## src/rtl/ram512_reader.sv

```systemverilog
// ram512_reader
//   Streaming read master for ram512. On an accepted start it walks
//   base..base+count-1 (mod 512) and presents each stored word on a
//   valid/ready stream. It flags the final word with out_last and keeps a
//   16-bit running sum of the words the consumer has taken.
//
// Ports
//   clk, reset         rising-edge clock, synchronous active-high reset
//   start, base, count run request; sampled and latched only in IDLE
//   mem_address        read address to ram512 (always the fetch pointer)
//   mem_in, mem_load   ram512 write side, tied off (read-only master)
//   mem_out            combinational read data for mem_address
//   out_data/valid/ready/last   output stream
//   busy               any state other than IDLE
//   done               one-cycle pulse after the last transfer
//   sum                mod-2^16 sum of words transferred in this/last run
module ram512_reader (
    input  logic        clk,
    input  logic        reset,
    input  logic        start,
    input  logic [8:0]  base,
    input  logic [9:0]  count,
    output logic [8:0]  mem_address,
    output logic [15:0] mem_in,
    output logic        mem_load,
    input  logic [15:0] mem_out,
    output logic [15:0] out_data,
    output logic        out_valid,
    input  logic        out_ready,
    output logic        out_last,
    output logic        busy,
    output logic        done,
    output logic [15:0] sum
);

    typedef enum logic [1:0] {IDLE, READ, FIN} state_t;

    state_t      state, state_nx;
    logic [8:0]  ptr, ptr_nx;
    logic [9:0]  remaining, remaining_nx;
    logic [15:0] data_nx, sum_nx;
    logic        valid_nx, last_nx;
    logic        fetch, xfer;

    always_ff @(posedge clk) begin
        if (reset) begin
            state     <= IDLE;
            ptr       <= '0;
            remaining <= '0;
            out_data  <= '0;
            out_valid <= 1'b0;
            out_last  <= 1'b0;
            sum       <= '0;
        end else begin
            state     <= state_nx;
            ptr       <= ptr_nx;
            remaining <= remaining_nx;
            out_data  <= data_nx;
            out_valid <= valid_nx;
            out_last  <= last_nx;
            sum       <= sum_nx;
        end
    end

    always_comb begin
        state_nx     = state;
        ptr_nx       = ptr;
        remaining_nx = remaining;
        data_nx      = out_data;
        valid_nx     = out_valid;
        last_nx      = out_last;
        sum_nx       = sum;
        fetch        = 1'b0;
        xfer         = 1'b0;

        case (state)
            IDLE: begin
                if (start) begin
                    ptr_nx       = base;
                    remaining_nx = (count > 10'd512) ? 10'd512 : count;
                    sum_nx       = '0;
                    state_nx     = READ;
                end
            end
            READ: begin
                // The output register is refilled in the same cycle it
                // drains, so an always-ready consumer sees one word/cycle.
                fetch = (remaining != 10'd0) && (!out_valid || out_ready);
                xfer  = out_valid && out_ready;
                if (xfer)
                    sum_nx = sum + out_data;
                if (fetch) begin
                    data_nx      = mem_out;
                    valid_nx     = 1'b1;
                    last_nx      = (remaining == 10'd1);
                    ptr_nx       = ptr + 9'd1;
                    remaining_nx = remaining - 10'd1;
                end else if (xfer) begin
                    valid_nx = 1'b0;
                end
                // Second term only fires for a zero-length run.
                if ((xfer && out_last) || (remaining == 10'd0 && !out_valid))
                    state_nx = FIN;
            end
            FIN:     state_nx = IDLE;
            default: state_nx = IDLE;
        endcase
    end

    assign mem_address = ptr;
    assign mem_in      = 16'd0;
    assign mem_load    = 1'b0;
    assign busy        = (state != IDLE);
    assign done        = (state == FIN);

endmodule

```

## config.mk

```make
export PLATFORM = sky130hd
export DESIGN_NAME = ram512_reader
export DESIGN_NICKNAME = d
export VERILOG_FILES = /design/src/rtl/ram512_reader.sv
export SDC_FILE = /design/constraint.sdc
export NUM_CORES = 1
export LEC_CHECK = 0
export ABC_AREA = 1
export BUFFER_PORTS_ARGS = -buffer_cell sky130_fd_sc_hd__buf_2
export CAP_MARGIN = 10
export CORE_MARGIN = 2
export CORE_UTILIZATION = 40
export CTS_CLUSTER_SIZE = 14
export DETAILED_ROUTE_END_ITERATION = 7
export SYNTH_ARGS = -nofsm -noshare
export SYNTH_HDL_FRONTEND = slang
export SYNTH_SLANG_ARGS = --single-unit
```

## constraint.sdc

```tcl
create_clock -name clk -period 1.7 [get_ports clk]
set_input_delay 0.34 -clock clk [delete_from_list [all_inputs] [get_ports clk]]
set_output_delay 0.34 -clock clk [all_outputs]
set_load 0.05 [all_outputs]
```

==> flow_summary.yaml <==
run_status:
  status: "finished clean"
logic_synthesis:
  synth_cells: 567
  yosys-top-cells-area: "dfxtp_1, nand2_1, nor2_1"
  synth.distinct_cells: 36
  yosys_warnings: 0
  synth-async-reset-ratio_pct: 0
  synthTopCellsByCount: "nand2_1, nor2_1, inv_1, dfxtp_1, a21oi_1"
  seq_area_frac_synth_pct: 29.8
  syn_area_um2: 3690
  synthMostInstantiatedCell: "nand2_1"
  ys_seq_elements: 55
  synth_top_area_share_pct: 29.8
  synth.largest_area_cell: "dfxtp_1"
  synth_ff_type: "dfxtp_1"
  synth_area_per_cell_um2: 6.51
  synth_edf_count: 0
setup_path:
  reg2regPathDepth: 7
  path_cells: "ha_4, or2_2, nand3_1, nand2_2, or2_2, nand3_1, a21oi_1"
  startpoint: "out_data[2]"
  slowest_stage: "dfxtp_4"
  crit_fanout: 5
  crit_required_ns: 1.90
  max_stage_delay_ns: 0.37
  critPathLaunchType: "register"
  path_class: "reg2reg"
  cp_num_buf_inv: 0
  rrSetupSlack_ns: 0.07
  critPathArrivalTime_ns: 1.83
  cp_top_family: "simple AND/OR/NAND/NOR gates"
  reg2reg_from: "out_data[2]"
  crit_path_end_kind: "register"
  reg2reg_to: "sum[5]"
min_path:
  hold_start: "mem_out[2]"
  hold_end: "out_data[2]"
  hold_depth: 3
  hold_class: "in2reg"
die:
  rows: 35
  io-pin-count: 101
  core_area_um2: 9110
  die_x_um: 100
  die_y_um: 100
  dieArea_um2: 10000
  initial_utilization_pct: 40.5
clock_network:
  numClockSinks: 55
  hold_buffers: 0
  numCtsBuffers: 5
  cts.clk_slew.worst_paths_ns: 0.10
  clock_tree.root_cell: "clkbuf_8"
  cts_tree: "done"
  h-tree-depth: 2
  clock_path_buffers: 2
  clkLatencyLatePin_ns: 0.31
sta:
  setup_viol_count_final: 0
  whs_ns: 0.273
  hold_viol: 0
  period_share_pct: 95.8
  post-route-min-period_ns: 1.63
  fin_setup_tns_ns: 0
  rsz0062_at_grt: "true"
  clock_skew_ns: 0.0119
  slew_violations: 0
  fmax_ghz: 0.614
placed_design:
  io_buffer_count: 83
  hpwl_um: 7310
  routabilityCongestion: 0.794
detailed_routing:
  postRouteAntennaNets: 0
  drtPass1Iterations: 4
  wire_per_inst_um: 12.5
  vias_per_cell: 4.77
  vias: 3655
  wl_um: 9570
  drt_iter0_markers: 96
  drc_errors: 0
power:
  combPwrFrac_pct: 44.3
  internal_power_w: 0.00256
  switching_power_w: 0.00206
  p_seq_share_pct: 36.6
  netSwitchingFraction_pct: 44.6
  p_leak_nw: 2.31
  clock_power_share_pct: 19.1
  irDropWorstVdd_mv: 0.467
  powerDensity_nw_per_um2: 1030
  power_w: 0.00462
grt:
  grt_max_degree: 23
  grt-ovfl-total: 0
  grt_pass1_vias: 3447
  grt.total_usage_pct: 19.4
  antenna_found_initial: 1
  grt_pass1_wl_um: 15800
finish:
  nFillCells: 989
  n_antenna_cell: 0
  area_growth_pct: 21.1
  drive_gt1_share_pct: 27.0
  nNetsFinal: 713
job:
  maxCapViolCount: 0
sequential cells by signal, summed over array words and instances, names as in the netlist:
signal / count
out_data: 16
sum: 16
remaining: 10
mem_address: 9
state: 2
out_last: 1
out_valid: 1
worst max path at each step:
stage | depth (start not counted) | end
4_1_cts | 11 | sum[14]
5_1_grt | 10 | sum[13]
3_5_place_dp | 11 | sum[12]
6_report | 7 | sum[5]
2_1_floorplan | 10 | sum[12]
3_3_place_gp | 11 | sum[12]
per-layer routing:
layer  routed length (µm)  track usage, %  vias up
li1                     -               -     1952
met1                 4440            24.0     1637
met2                 4690            35.5       60
met3                  371            3.20        6
met4                   73            4.21        0
met5                    0               0        -
metrics by stage:
stage                     util [%]  cell area, µm²  std cells  setup slack (ns)
after floorplan                  -            3810        583           -0.0241
after global placement        46.9            4270        757            0.0142
after detailed placement      46.9            4270        757          -0.00312
after CTS                     48.1            4390        765            0.0144
after global routing          49.1            4470        766           -0.0345
final                         49.1            4470        766            0.0719
placed cells by master, fill, tap and decap left out, types with 5 or more instances in the layout:
cell type / netlist / final
a21oi_1: 42 / 40
a21oi_2: 3 / 5
buf_2: 7 / 83
buf_4: 21 / 13
clkbuf_8: 0 / 5
conb_1: 1 / 17
dfxtp_1: 55 / 23
dfxtp_2: 0 / 28
ha_1: 19 / 13
inv_1: 63 / 61
nand2_1: 146 / 144
nand3_1: 40 / 36
nor2_1: 75 / 75
o21ai_0: 39 / 39
or2_2: 7 / 7
xor2_1: 7 / 7
worst reg2reg max path, delay by kind of cell (launching register included):
| kind | cells | cell delay, ns |
|---|---|---|
| DFF | 1 | 0.37 |
| adders and majority gates | 1 | 0.25 |
| AOI/OAI and AO/OA | 1 | 0.06 |
| and+or+nand+nor | 5 | 0.83 |
power groups by stage:
stage	sequential [W]	clock (W)	combinational, W
after floorplan	0.00212	0	0.00117
after global placement	0.00171	0	0.00201
after detailed placement	0.00172	0	0.00203
after CTS	0.00169	0.000917	0.00204
after global routing	0.00172	0.000966	0.00226
final	0.00170	0.000882	0.00205
logic make-up (layout without fill, tap and decap cells):
group                    Yosys count  after routing  share of synthesized area (%)
other                              1             17                          0.102
AND/OR/NAND/NOR                  290            290                           34.5
adder cells (fa/ha/maj)           20             20                           6.98
XOR/XNOR                           9              9                           2.13
AO/OA/AOI/OAI                     94             94                           13.6
buffers and inverters             97            169                           12.5
multiplexers                       1              1                          0.271
flip-flops                        55             55                           29.8
layout make-up:
cell class              instances  area [µm²]  share of cell area, %
flip-flops and latches         55        1150                   25.7
clock buffers                   5        68.8                   1.54
repair buffers                 98         553                   12.4
clock inverters                 3        38.8                  0.868
multi-input cells             431        2280                   51.1
inverters                      63         236                   5.29
well taps                     111         139                   3.11
what timing repair did:
action                     CTS  global route
cloned                       0             0
setup endpoints to repair    2            13
resized for setup            1            16
pin swaps                    0             0
buffers inserted             0             1
Power figures use the tool's default switching activity.
